`src/rtl/uart_rx_pkg.sv`:
```
`default_nettype none
// uart_rx_pkg : shared state encoding, parity modes and config limits for the UART receiver
// Rev 1.0
package uart_rx_pkg;

  typedef enum logic [2:0] {
    ST_IDLE   = 3'd0,
    ST_START  = 3'd1,
    ST_DATA   = 3'd2,
    ST_PARITY = 3'd3,
    ST_STOP   = 3'd4
  } state_t;

  localparam logic [1:0] PAR_NONE     = 2'b00;
  localparam logic [1:0] PAR_EVEN     = 2'b01;
  localparam logic [1:0] PAR_ODD      = 2'b10;
  localparam logic [1:0] PAR_NONE_ALT = 2'b11;

  localparam int MIN_PRESCALE = 8;
  localparam int MIN_DATA_W   = 5;

  function automatic logic parity_enabled(input logic [1:0] mode);
    logic en;
    case (mode)
      PAR_EVEN, PAR_ODD:      en = 1'b1;
      PAR_NONE, PAR_NONE_ALT: en = 1'b0;
      default:                en = 1'b0;
    endcase
    return en;
  endfunction

endpackage
`default_nettype wire

```
`src/rtl/uart_rx_sampler.sv`:
```
`default_nettype none
// uart_rx_sampler : per-bit edge counter with three-point majority-vote sampling
// Rev 1.0
module uart_rx_sampler
  import uart_rx_pkg::*;
#(
  parameter int PRESC_W = 6
) (
  input  logic               clk,
  input  logic               rst,
  input  logic               run,
  input  logic               rx_s,
  input  logic [PRESC_W-1:0] prescale,
  output logic               bit_val,
  output logic               bit_strobe,
  output logic               bit_end
);

  localparam logic [PRESC_W-1:0] P_ONE = PRESC_W'(1);

  logic [PRESC_W-1:0] edge_cnt;
  logic [PRESC_W-1:0] half;
  logic [PRESC_W-1:0] last;
  logic               s0;
  logic               s1;

  assign half = {1'b0, prescale[PRESC_W-1:1]};
  assign last = prescale - P_ONE;

  // Counter is held at 0 while the frame logic is idle, so the start-edge cycle is count 0.
  always_ff @(posedge clk) begin
    if (rst) begin
      edge_cnt <= '0;
      s0       <= 1'b0;
      s1       <= 1'b0;
    end else begin
      if (!run) begin
        edge_cnt <= '0;
      end else if (edge_cnt == last) begin
        edge_cnt <= '0;
      end else begin
        edge_cnt <= edge_cnt + P_ONE;
      end
      if (edge_cnt == half - P_ONE) s0 <= rx_s;
      if (edge_cnt == half)         s1 <= rx_s;
    end
  end

  // Third sample is the live line value in the decision cycle.
  assign bit_val    = (s0 & s1) | (s0 & rx_s) | (s1 & rx_s);
  assign bit_strobe = (edge_cnt == half + P_ONE);
  assign bit_end    = (edge_cnt == last);

endmodule
`default_nettype wire

```
`src/rtl/uart_rx_ctrl.sv`:
```
`default_nettype none
// uart_rx_ctrl : configurable UART receiver - synchroniser, frame FSM, deserialiser, status flags
// Rev 1.0
module uart_rx_ctrl
  import uart_rx_pkg::*;
#(
  parameter int MAX_DATA_W = 8,
  parameter int PRESC_W    = 6
) (
  input  logic                  clk,
  input  logic                  rst,
  input  logic                  rx_in,
  input  logic [PRESC_W-1:0]    prescale,
  input  logic [3:0]            data_len,
  input  logic [1:0]            par_mode,
  input  logic                  stop2,
  output logic [MAX_DATA_W-1:0] rx_data,
  output logic                  data_valid,
  output logic                  frame_done,
  output logic                  par_err,
  output logic                  frm_err,
  output logic                  strt_glitch,
  output logic                  busy
);

  localparam logic [PRESC_W-1:0] P_ONE   = PRESC_W'(1);
  localparam logic [PRESC_W-1:0] P_MIN   = PRESC_W'(MIN_PRESCALE);
  localparam logic [3:0]         LEN_MIN = 4'(MIN_DATA_W);
  localparam logic [3:0]         LEN_MAX = 4'(MAX_DATA_W);

  state_t                state;
  state_t                state_nx;
  logic                  sync_q;
  logic                  rx_s;
  logic [PRESC_W-1:0]    presc_even;
  logic [PRESC_W-1:0]    presc_eff;
  logic [PRESC_W-1:0]    p_lat;
  logic [3:0]            len_eff;
  logic [3:0]            len_lat;
  logic [3:0]            bit_cnt;
  logic [1:0]            par_lat;
  logic                  stop2_lat;
  logic                  second_stop;
  logic                  par_acc;
  logic                  par_bad;
  logic                  stop_bad;
  logic [MAX_DATA_W-1:0] shreg;
  logic                  bit_val;
  logic                  bit_strobe;
  logic                  bit_end;
  logic                  run;
  logic                  start_edge;
  logic                  frame_end;

  always_ff @(posedge clk) begin
    if (rst) begin
      sync_q <= 1'b1;
      rx_s   <= 1'b1;
    end else begin
      sync_q <= rx_in;
      rx_s   <= sync_q;
    end
  end

  assign presc_even = prescale & ~P_ONE;
  assign presc_eff  = (presc_even < P_MIN) ? P_MIN : presc_even;
  assign len_eff    = (data_len < LEN_MIN) ? LEN_MIN :
                      (data_len > LEN_MAX) ? LEN_MAX : data_len;

  assign start_edge = (state == ST_IDLE) && !rx_s;
  assign frame_end  = (state == ST_STOP) && bit_strobe && (!stop2_lat || second_stop);
  assign run        = (state_nx != ST_IDLE);
  assign busy       = (state != ST_IDLE);

  uart_rx_sampler #(
    .PRESC_W (PRESC_W)
  ) u_sampler (
    .clk        (clk),
    .rst        (rst),
    .run        (run),
    .rx_s       (rx_s),
    .prescale   (p_lat),
    .bit_val    (bit_val),
    .bit_strobe (bit_strobe),
    .bit_end    (bit_end)
  );

  always_ff @(posedge clk) begin
    if (rst) state <= ST_IDLE;
    else     state <= state_nx;
  end

  always_comb begin
    state_nx = state;
    case (state)
      ST_IDLE:   if (!rx_s) state_nx = ST_START;
      ST_START: begin
        if (bit_strobe && bit_val) state_nx = ST_IDLE;
        else if (bit_end)          state_nx = ST_DATA;
      end
      ST_DATA: begin
        if (bit_end && (bit_cnt == len_lat))
          state_nx = parity_enabled(par_lat) ? ST_PARITY : ST_STOP;
      end
      ST_PARITY: if (bit_end) state_nx = ST_STOP;
      // The frame ends mid-bit on the last stop decision so the next start edge is not missed.
      ST_STOP:   if (frame_end) state_nx = ST_IDLE;
      default:   state_nx = ST_IDLE;
    endcase
  end

  always_ff @(posedge clk) begin
    if (rst) begin
      p_lat       <= P_MIN;
      len_lat     <= LEN_MIN;
      par_lat     <= PAR_NONE;
      stop2_lat   <= 1'b0;
      bit_cnt     <= '0;
      second_stop <= 1'b0;
      par_acc     <= 1'b0;
      par_bad     <= 1'b0;
      stop_bad    <= 1'b0;
      shreg       <= '0;
      rx_data     <= '0;
      data_valid  <= 1'b0;
      frame_done  <= 1'b0;
      par_err     <= 1'b0;
      frm_err     <= 1'b0;
      strt_glitch <= 1'b0;
    end else begin
      data_valid  <= 1'b0;
      frame_done  <= 1'b0;
      par_err     <= 1'b0;
      frm_err     <= 1'b0;
      strt_glitch <= 1'b0;
      if (start_edge) begin
        p_lat       <= presc_eff;
        len_lat     <= len_eff;
        par_lat     <= par_mode;
        stop2_lat   <= stop2;
        bit_cnt     <= '0;
        second_stop <= 1'b0;
        par_acc     <= 1'b0;
        par_bad     <= 1'b0;
        stop_bad    <= 1'b0;
        shreg       <= '0;
      end
      if ((state == ST_START) && bit_strobe && bit_val) strt_glitch <= 1'b1;
      if ((state == ST_DATA) && bit_strobe) begin
        shreg   <= shreg | (MAX_DATA_W'(bit_val) << bit_cnt);
        par_acc <= par_acc ^ bit_val;
        bit_cnt <= bit_cnt + 4'd1;
      end
      if ((state == ST_PARITY) && bit_strobe &&
          (bit_val != (par_acc ^ (par_lat == PAR_ODD))))
        par_bad <= 1'b1;
      if ((state == ST_STOP) && bit_strobe && !bit_val) stop_bad <= 1'b1;
      if ((state == ST_STOP) && bit_end && stop2_lat) second_stop <= 1'b1;
      if (frame_end) begin
        frame_done <= 1'b1;
        par_err    <= par_bad;
        frm_err    <= stop_bad | ~bit_val;
        if (!par_bad && !stop_bad && bit_val) begin
          data_valid <= 1'b1;
          rx_data    <= shreg;
        end
      end
    end
  end

endmodule
`default_nettype wire

```
`config.mk`:
```
export PLATFORM = sky130hd
export DESIGN_NAME = uart_rx_ctrl
export DESIGN_NICKNAME = d
export VERILOG_FILES = /design/src/rtl/uart_rx_pkg.sv /design/src/rtl/uart_rx_sampler.sv /design/src/rtl/uart_rx_ctrl.sv
export SDC_FILE = /design/constraint.sdc
export NUM_CORES = 1
export LEC_CHECK = 0
export BUFFER_PORTS_ARGS = -buffer_cell sky130_fd_sc_hd__buf_2
export CAP_MARGIN = 25
export CORE_MARGIN = 2
export CORE_UTILIZATION = 53
export CTS_BUF_LIST = sky130_fd_sc_hd__clkbuf_8
export DETAILED_ROUTE_END_ITERATION = 6
export PLACE_DENSITY_LB_ADDON = 0.08
export SYNTH_ARGS = -nofsm -noshare
export SYNTH_HDL_FRONTEND = slang
export SYNTH_SLANG_ARGS = --single-unit
```
`constraint.sdc`:
```
create_clock -name clk -period 5.15 [get_ports clk]
set_input_delay 0.515 -clock clk [delete_from_list [all_inputs] [get_ports clk]]
set_output_delay 0.515 -clock clk [all_outputs]
set_load 0.03 [all_outputs]
```
==> flow_summary_export.csv, run 1 <==
group,metric,value,unit
status,outcome,"completed",
global_routing,track_usage,0.206,
synth,synth_cell_types,57,
setup_path,required,5.35,ns
synth,synth-xor-area-share,0.0958,
finish,final_cell_mix,"dfxtp_1 (54), buf_2 (28), nand2_1 (25)",
synth,synth_ff_type,"dfxtp_1",
sta,clock.fmax,0.326,GHz
clock_network,clock_latency,0.30,ns
drt,ant_nets,0,
finish,final_common_cell,"dfxtp_1",
clock_network,cts_tree,"done",
power_and_ir_drop,p_total,785,µW
drt,routed_wirelength,5770,µm
clock_network,numCtsBuffers,5,
finish,num-nets-final,356,
sta,timing.final.ws_setup,2.08,ns
sta,worst_pin_slew,0.876,ns
drt,vias_per_cell,5.59,
sta,hold_viol_final,0,
setup_path,critPathKind,"flop to flop",
synth,yosysSeqAreaShare,0.380,
setup_path,crit_path_max_incr_delay,0.76,ns
clock_network,ctsResizeCount,0,
finish,drive_above_1_share,0.176,
die,die-width,77.3,µm
global_routing,grt_max_degree,57,
sta,rsz0062_at_grt,"false",
finish,antenna_cells,0,
synth,netlist_instances,317,
setup_path,crit_chain,"inv_1 > ha_1 > xnor2_1 > o211ai_1 > nor4b_2 > nand3_1 > o41ai_1",
sta,fin_worst_skew,0.00949,ns
worst_hold_path,hold_class,"primary input to flop",
placement,gp_congestion,0.779,
clock_network,cts_htree_levels,2,
sta,drv_slew,0,
placement,placed_area,2990,µm²
placement,io_buffers,28,
setup_path,cp-end-kind,"flop",
die,start_util,0.554,
synth,avgSynthCellArea,8.98,µm²
power_and_ir_drop,peakVddDrop,0.146,mV
synth,synthArstFlopShare,0,
synth,synth_compound_area_frac,0.160,
synth,yosysWarnings,0,
synth,syn_area,2850,µm²
clock_network,cts_buffer_depth,2,
sta,min_period_over_period,0.596,
setup_path,arrival,3.27,ns
die,coreArea,5140,µm²
power_and_ir_drop,power.leakage,0.00112,µW
setup_path,start_kind,"flop",
power_and_ir_drop,power_density,253,nW/µm²
sta,whs,0.387,ns
sta,setup_viol,0,
synth,syn-num-nets,338,
sta,slew_headroom,0.416,
die,die-area,5970,µm²
drt,drtIter0Drc,128,
sta,finalCriticalPeriod,3.07,ns
finish,nFillCells,484,
die,die_h,77.3,µm
synth,yosys.area_share.simple,0.254,
setup_path,cp_top_family,"simple AND/OR/NAND/NOR gates",
global_routing,grt_overflow,0,
drt,drc_errors,0,
clock_network,clockRootBuffer,"clkbuf_8",
finish,syn2layout_area_growth,9.23,%
clock_network,cts_hold_buffers,0,
finish,stdcell_area,3110,µm²
drt,firstDrtPassIters,4,
placement,place.detailed.hpwl,4000,µm
die,fp-row-count,26,
die,ioPinCount,30,
flow_run,drv_cap,0,
synth,muxShareOfSynthArea,0.0352,
clock_network,post-cts-setup-buffer-count,0,
sta,fin_tns_setup,0,ns
setup_path,path_max_fanout,9,
drt,drt-wirelength-per-cell,14.2,µm
global_routing,antenna_found_initial,0,
drt,num_vias,2270,
global_routing,grt_pass1_vias,2173,
synth,synth_top_family_by_area,"simple AND/OR/NAND/NOR gates",
clock_network,path_clk_slew,0.10,ns
clock_network,clock_sinks,54,
synth,ys_seq_elements,54,
synth,synth_edf_count,0,
placement,place_ws,2.16,ns
setup_path,cp_num_buf_inv,1,
global_routing,grt_pass1_wl,10000,µm
setup_path,critPathSlowestCell,"nor4b_2",
synth,synth_fa_ha_area_frac,0.0255,
-- per-stage QoR --
step,std cells,utilization
2_1_floorplan,317,-
3_3_place_gp,398,0.581
3_5_place_dp,398,0.581
4_1_cts,406,0.605
5_1_grt,406,0.605
6_report,406,0.605
-- final timing paths --
check	slack [ns]	cells past startpoint	end	from
max	2.08	7	shreg[7]	p_lat[1]
min	0.39	2	sync_q	rx_in
max reg2reg	2.08	7	shreg[7]	p_lat[1]
min reg2reg	0.43	1	rx_s	sync_q
-- sequential cells by signal (all words and copies together), names as in the netlist --
| register | count |
|---|---|
| u_sampler.s1 | 1 |
| par_bad | 1 |
| strt_glitch | 1 |
| bit_cnt | 4 |
| p_lat | 5 |
| rx_data | 8 |
| stop2_lat | 1 |
| sync_q | 1 |
| frame_done | 1 |
| len_lat | 4 |
| par_err | 1 |
| par_acc | 1 |
| u_sampler.s0 | 1 |
| stop_bad | 1 |
| rx_s | 1 |
| data_valid | 1 |
| state | 3 |
| shreg | 8 |
| frm_err | 1 |
| u_sampler.edge_cnt | 6 |
| par_lat | 2 |
| second_stop | 1 |
-- power breakdown --
part / switching (µW) / leakage, µW / internal [µW]
Sequential: 8.42 / 0.000436 / 422
Combinational: 31.1 / 0.000620 / 22.7
Clock: 140 / 0.0000618 / 160
Total: 180 / 0.00112 / 605
-- area by class of cell --
| cell class | count | area, µm² | share of cell area |
|---|---|---|---|
| Clock buffer | 6 | 82.6 | 0.0266 |
| Clock inverter | 2 | 38.8 | 0.0125 |
| Inverter | 9 | 33.8 | 0.0109 |
| Multi-Input combinational cell | 235 | 1630 | 0.524 |
| Sequential cell | 54 | 1080 | 0.348 |
| Tap cell | 70 | 87.6 | 0.0282 |
| Timing Repair Buffer | 30 | 155 | 0.0499 |
-- worst register-to-register path, stage by stage (launching register included) --
cell      delay, ns
dfxtp_1        0.60
inv_1          0.09
ha_1           0.35
xnor2_1        0.23
o211ai_1       0.17
nor4b_2        0.76
nand3_1        0.42
o41ai_1        0.35
-- cell families (layout without fill, tap and decap cells) --
group	Yosys count	count (layout)
DFF	54	54
xor gates and xnor gates	29	29
AOI/OAI and AO/OA	64	64
adders and majority gates	6	6
muxes	10	10
and+or+nand+nor	126	126
buffers and inverters	28	47
-- layer usage --
layer	global-route usage	part of all wire
met1	0.284	0.51
met2	0.323	0.45
met3	0.0365	0.029
met4	0.0732	0.014
met5	0	0
-- synthesized netlist by cell type (all sizes together), types with 2 or more instances --
library cell	n	area, µm²
a21oi	17	85.1
a22oi	2	15.0
a31o	2	17.5
a31oi	7	43.8
a32oi	2	17.5
and2	2	12.5
and4	2	18.8
buf	6	57.6
clkbuf	13	50.0
dfxtp	54	1080
ha	5	62.6
inv	9	33.8
mux2i	10	100
nand2	25	93.8
nand2b	24	150
nand3	8	40.0
nand3b	2	15.0
nand4	4	25.0
nor2	19	71.3
nor2b	3	18.8
nor3	9	56.3
nor3b	5	37.5
nor4	4	31.3
nor4b	2	23.8
o211ai	2	15.0
o21a	2	15.0
o21ai	6	30.0
o31ai	13	123
o41ai	3	26.3
or2	3	18.8
or3	6	37.5
or3b	2	17.5
or4	3	26.3
xnor2	14	123
xor2	15	150
(Power assumes the default switching activity.)
==> run 2: changes to the inputs <==
==> constraint.sdc (replaced) <==
create_clock -name clk -period 2.6 [get_ports clk]
set_input_delay 0.26 -clock clk [delete_from_list [all_inputs] [get_ports clk]]
set_output_delay 0.26 -clock clk [all_outputs]
set_load 0.03 [all_outputs]
==> run 2 against run 1 <==
  * Worst setup slack worse by 2.0 ns
  * Critical path type unchanged
  * Sequential cell count stayed put
  * Combinational power is 130% higher
  * Final cell count is 4.4% higher
  * Critical endpoint is now shreg[3]
  * Fmax is 24% higher
==> flow_summary_export.csv, run 2 (synthesis results as in run 1) <==
group,metric,value,unit
status,outcome,"completed",
setup_path,r2r_end,"shreg[3]",
die,fp-row-count,26,
clock_network,cts_tree,"done",
placement,gp_congestion,0.834,
global_routing,grt_pass1_vias,2264,
setup_path,r2r_setup_slack,0.12,ns
sta,min_period_over_period,0.954,
clock_network,path_clk_slew,0.10,ns
sta,slew_headroom,0.443,
drt,firstDrtPassIters,4,
clock_network,clock_latency,0.31,ns
drt,num_vias,2322,
setup_path,cp.depth,7,
die,start_util,0.554,
setup_path,crit_start,"p_lat[1]",
global_routing,track_usage,0.217,
finish,drive_above_1_share,0.220,
finish,largestRegisters,"rx_data (8), shreg (8), u_sampler.edge_cnt (6)",
sta,clock.fmax,0.403,GHz
clock_network,numCtsBuffers,5,
drt,ant_nets,0,
drt,drtIter0Drc,128,
setup_path,cp_num_buf_inv,1,
power_and_ir_drop,power_density,447,nW/µm²
drt,drc_errors,0,
finish,antenna_cells,0,
sta,drv_slew,0,
global_routing,grt_pass1_wl,10400,µm
setup_path,required,2.83,ns
setup_path,cp_top_family,"simple AND/OR/NAND/NOR gates",
setup_path,critPathKind,"flop to flop",
finish,syn2layout_area_growth,13.2,%
setup_path,endpoint,"shreg[3]",
sta,fin_tns_setup,0,ns
clock_network,cts_buffer_depth,2,
sta,worst_pin_slew,0.828,ns
global_routing,antenna_found_initial,0,
clock_network,post-cts-setup-buffer-count,0,
clock_network,clockRootBuffer,"clkbuf_8",
flow_run,drv_cap,0,
sta,rsz0062_at_grt,"false",
die,coreArea,5140,µm²
drt,routed_wirelength,6060,µm
worst_hold_path,hold_class,"primary input to flop",
sta,fin_worst_skew,0.00854,ns
sta,timing.final.ws_setup,0.120,ns
die,die-width,77.3,µm
setup_path,reg2regPathDepth,7,
setup_path,start_kind,"flop",
die,ioPinCount,30,
placement,place_ws,0.133,ns
sta,hold_viol_final,0,
die,die_h,77.3,µm
setup_path,crit-reg2reg-launch,"p_lat[1]",
clock_network,cts_htree_levels,2,
setup_path,crit_path_max_incr_delay,0.62,ns
setup_path,path_max_fanout,5,
placement,place.detailed.hpwl,4440,µm
setup_path,cp-end-kind,"flop",
finish,final_common_cell,"dfxtp_1",
power_and_ir_drop,peakVddDrop,0.290,mV
finish,num-nets-final,374,
sta,setup_viol,0,
finish,final_cell_mix,"dfxtp_1 (54), buf_2 (28), nand2_1 (25)",
global_routing,grt_max_degree,40,
placement,io_buffers,28,
setup_path,arrival,2.71,ns
clock_network,clock_sinks,54,
clock_network,ctsResizeCount,0,
global_routing,grt_overflow,0,
setup_path,crit_chain,"inv_1 > ha_4 > xnor2_1 > o211ai_1 > or4b_4 > or4_4 > o31ai_2",
drt,drt-wirelength-per-cell,14.3,µm
drt,vias_per_cell,5.48,
die,die-area,5970,µm²
power_and_ir_drop,p_total,1440,µW
sta,finalCriticalPeriod,2.48,ns
setup_path,critPathSlowestCell,"or4b_4",
sta,whs,0.128,ns
clock_network,cts_hold_buffers,0,
power_and_ir_drop,power.leakage,0.00120,µW
## run 2: cell count changes in the layout (fill, tap and decap cells not counted)
cell       before  now
buf_4           2   20
ha_4            0    1
bufinv_16       1    0
ha_1            5    4
clkinv_2        0    2
clkbuf_8        6    5
## run 2: power by group
part / total [µW] / leakage (µW) / switching, µW / internal [µW]
clock network: 468 / 0.0000483 / 278 / 190
registers: 849 / 0.000436 / 11.9 / 837
logic: 123 / 0.000712 / 68.7 / 54.1
## run 2: final cells by class
type | instances | area [µm²]
Inverter | 9 | 33.8
Tap cell | 70 | 87.6
Sequential cell | 54 | 1080
Timing Repair Buffer | 48 | 290
Clock buffer | 5 | 68.8
Clock inverter | 3 | 18.8
Multi-Input combinational cell | 235 | 1640
Fill cell | 500 | 1920
## run 2: worst reg2reg max path, cell delays in order, from the launching register on
cell and delay [ns]:
dfxtp_1 0.34, inv_1 0.07, ha_4 0.24, xnor2_1 0.19, o211ai_1 0.17, or4b_4 0.62
or4_4 0.56, o31ai_2 0.22
## run 2: stage by stage
step	instance area [µm²]	cells	util
6_report	3220	424	0.627
5_1_grt	3220	424	0.627
4_1_cts	3220	424	0.627
2_1_floorplan	2860	317	-
3_3_place_gp	3140	416	0.610
3_5_place_dp	3140	416	0.610
## run 2: metal layers
metal	GRT usage	share of wire
met5	0	0
met4	0.0786	0.018
met3	0.0318	0.043
met2	0.336	0.45
met1	0.308	0.49
## run 2: worst min path at each step
stage / slack, ns / startpoint / to / cells after the start
6_report: 0.13 / rx_in / sync_q / 2
5_1_grt: 0.12 / rx_in / sync_q / 2
4_1_cts: 0.12 / rx_in / sync_q / 2
3_5_place_dp: 0.40 / sync_q / rx_s / 1
3_3_place_gp: 0.40 / sync_q / rx_s / 1
2_1_floorplan: 0.36 / rx_in / sync_q / 1
==> run 3: changes to the inputs <==
--- a/config.mk
+++ b/config.mk
@@ -12,6 +12,8 @@
 export CTS_BUF_LIST = sky130_fd_sc_hd__clkbuf_8
 export DETAILED_ROUTE_END_ITERATION = 6
 export PLACE_DENSITY_LB_ADDON = 0.08
+export SETUP_SLACK_MARGIN = 0.2
 export SYNTH_ARGS = -nofsm -noshare
 export SYNTH_HDL_FRONTEND = slang
+export SYNTH_HIERARCHICAL = 1
 export SYNTH_SLANG_ARGS = --single-unit
==> run 3 against run 2 <==
  * Total power rose by 11%
  * Critical path depth grew 4
  * First-iteration DRC count up 35%
==> flow_summary_export.csv, run 3 <==
group,metric,value,unit
sta,min_period_over_period,0.882,
finish,final_common_cell,"dfxtp_1",
power_and_ir_drop,peakVddDrop,0.318,mV
global_routing,grt_pass1_wl,9430,µm
synth,netlist_instances,305,
clock_network,cts_tree,"done",
synth,synth_top_area_frac,0.404,
synth,ys_seq_elements,54,
setup_path,endpoint,"state[1]",
setup_path,required,2.81,ns
die,ioPinCount,30,
synth,muxShareOfSynthArea,0.0491,
flow_run,drv_cap,0,
power_and_ir_drop,power_density,499,nW/µm²
synth,synth_compound_area_frac,0.138,
power_and_ir_drop,p_int,1220,µW
setup_path,cp-end-kind,"flop",
synth,avgSynthCellArea,8.77,µm²
finish,largestRegisters,"rx_data (8), shreg (8), u_sampler/edge_cnt (6)",
drt,num_vias,2222,
die,fp-row-count,25,
synth,yosysWarnings,6,
setup_path,path_max_fanout,9,
sta,rsz0062_at_grt,"false",
drt,ant_nets,0,
finish,antenna_cells,0,
synth,synth_fa_ha_area_frac,0.0365,
die,die_h,75.0,µm
die,die-area,5630,µm²
clock_network,clockRootBuffer,"clkbuf_8",
synth,synth_top_family_by_area,"simple AND/OR/NAND/NOR gates",
setup_path,r2r_setup_slack,0.31,ns
die,start_util,0.559,
setup_path,critPathKind,"flop to flop",
clock_network,cts_htree_levels,2,
global_routing,grt_pass1_vias,2085,
sta,setup_viol,0,
clock_network,clock_sinks,54,
synth,synth-xor-area-share,0.0917,
placement,dp.cells,397,
setup_path,crit_start,"p_lat[1]",
placement,place.detailed.hpwl,3840,µm
sta,fin_tns_setup,0,ns
sta,hold_viol_final,0,
synth,ys_top_cells_by_area,"dfxtp_1 (40%), xnor2_1 (5.9%), nand2_1 (4.9%)",
synth,synth_cell_types,55,
global_routing,antenna_found_initial,0,
finish,drive_above_1_share,0.233,
clock_network,path_clk_slew,0.10,ns
drt,routed_wirelength,5460,µm
power_and_ir_drop,power_switching,375,µW
global_routing,track_usage,0.218,
synth,syn_area,2670,µm²
sta,finalCriticalPeriod,2.29,ns
finish,nFillCells,424,
synth,yosys.area_share.simple,0.238,
setup_path,crit-reg2reg-launch,"p_lat[1]",
finish,syn2layout_area_growth,19.5,%
power_and_ir_drop,p_seq_frac,0.533,
clock_network,cts_hold_buffers,0,
power_and_ir_drop,power.leakage,0.00127,µW
global_routing,grt_max_degree,43,
drt,drt-wirelength-per-cell,13.3,µm
sta,drv_slew,0,
status,outcome,"completed",
setup_path,arrival,2.50,ns
clock_network,cts_buffer_depth,2,
synth,synthTopCellsByCount,"dfxtp_1 (54), nand2_1 (35), nor2_1 (28)",
synth,synth_edf_count,0,
synth,synth_most_common_cell,"dfxtp_1",
setup_path,start_kind,"flop",
drt,vias_per_cell,5.42,
finish,layout.cells.non_filler,410,
synth,synth.largest_area_cell,"dfxtp_1",
setup_path,r2r_end,"state[1]",
power_and_ir_drop,pwr-share-comb,0.093,
global_routing,grt_overflow,0,
sta,fin_worst_skew,0.00911,ns
placement,gp_congestion,0.864,
die,die-width,75.0,µm
clock_network,clock_latency,0.31,ns
power_and_ir_drop,p_sw_frac,0.235,
drt,firstDrtPassIters,4,
synth,synth_ff_type,"dfxtp_1",
finish,final_cell_mix,"dfxtp_1 (50), nand2_1 (34), nor2_1 (28), buf_2 (28), a21oi_1 (17)",
synth,yosysSeqAreaShare,0.404,
placement,io_buffers,28,
finish,num-nets-final,365,
die,coreArea,4790,µm²
power_and_ir_drop,p_clk_frac,0.373,
clock_network,numCtsBuffers,5,
sta,clock.fmax,0.436,GHz
synth,synthArstFlopShare,0,
drt,drc_errors,0,
setup_path,reg2regPathDepth,11,
sta,whs,0.129,ns
drt,drtIter0Drc,173,
worst_hold_path,hold_class,"primary input to flop",
-- run 3: changes by cell type after synthesis, moves of 4 or more --
cell	delta
or3_1	-4
o31ai_2	-5
nor2_1	+9
a31oi_1	-6
nand2b_1	-15
xor2_1	-4
nor3_1	+5
xnor2_1	+4
o31ai_1	-4
nand2_1	+10
-- run 3: cells by family (layout without fill, tap and decap cells) --
family | after synthesis | count (layout)
buffers and inverters | 26 | 62
adders and majority gates | 8 | 8
DFF | 54 | 54
muxes | 13 | 13
other | 1 | 3
and+or+nand+nor | 125 | 125
xor gates and xnor gates | 28 | 28
AOI/OAI and AO/OA | 50 | 50
-- run 3: worst max-delay path: stages (launching register included) --
cell and delay [ns]:
dfxtp_2 0.33, inv_2 0.10, ha_1 0.28, inv_2 0.07
nor4b_2 0.28, xnor2_1 0.16, a2111oi_4 0.23, buf_4 0.19
buf_4 0.10, buf_4 0.15, nand4_1 0.12, a21o_1 0.19
-- run 3: final cells by class --
cell class / count / area (µm²) / share of cell area
flip-flops and latches: 54 / 1090 / 0.341
clock buffers: 6 / 82.6 / 0.0258
inverters: 9 / 33.8 / 0.0106
multi-input cells: 227 / 1590 / 0.497
well taps: 67 / 83.8 / 0.0262
clock inverters: 2 / 38.8 / 0.0121
repair buffers: 45 / 280 / 0.0877
-- run 3: routing by layer --
layer	up-vias	track usage	routed length (µm)
li1	1133	-	-
met1	1038	0.305	2680
met2	45	0.339	2480
met3	6	0.0455	239
met4	0	0.0655	56
met5	-	0	0
-- run 3: worst min path at each step --
stage               startpoint      endpoint  slack (ns)  depth (start not counted)
global placement        sync_q          rx_s        0.41                          1
finish                   rx_in        sync_q        0.13                          2
global route             rx_in        sync_q        0.11                          2
detailed placement      sync_q          rx_s        0.41                          1
CTS                      rx_in        sync_q        0.12                          2
floorplan                  rst  u_sampler/s1        0.33                          1
-- run 3: per-stage QoR --
stage | setup slack, ns | utilization | total power, µW | area (µm²)
floorplan | 0.191 | - | 965 | 2710
global placement | 0.142 | 0.618 | 1000 | 2960
detailed placement | 0.142 | 0.618 | 1010 | 2960
CTS | 0.203 | 0.647 | 1600 | 3100
global route | 0.190 | 0.668 | 1670 | 3200
finish | 0.308 | 0.668 | 1600 | 3200
-- run 3: repair_timing --
item                                    4_1_cts  5_1_grt
pin swaps                                     0        6
resized for setup                             2       13
endpoints found under the hold margin         0        0
gates cloned                                  0        0
endpoints found under the setup margin       18       32
setup buffers                                 0        5
-- run 3: power groups by stage --
stage | registers (µW) | clock network [µW] | logic (µW)
2_1_floorplan | 866 | 0 | 99.7
3_3_place_gp | 869 | 0 | 135
3_5_place_dp | 870 | 0 | 137
4_1_cts | 851 | 608 | 139
5_1_grt | 853 | 649 | 166
6_report | 851 | 596 | 149
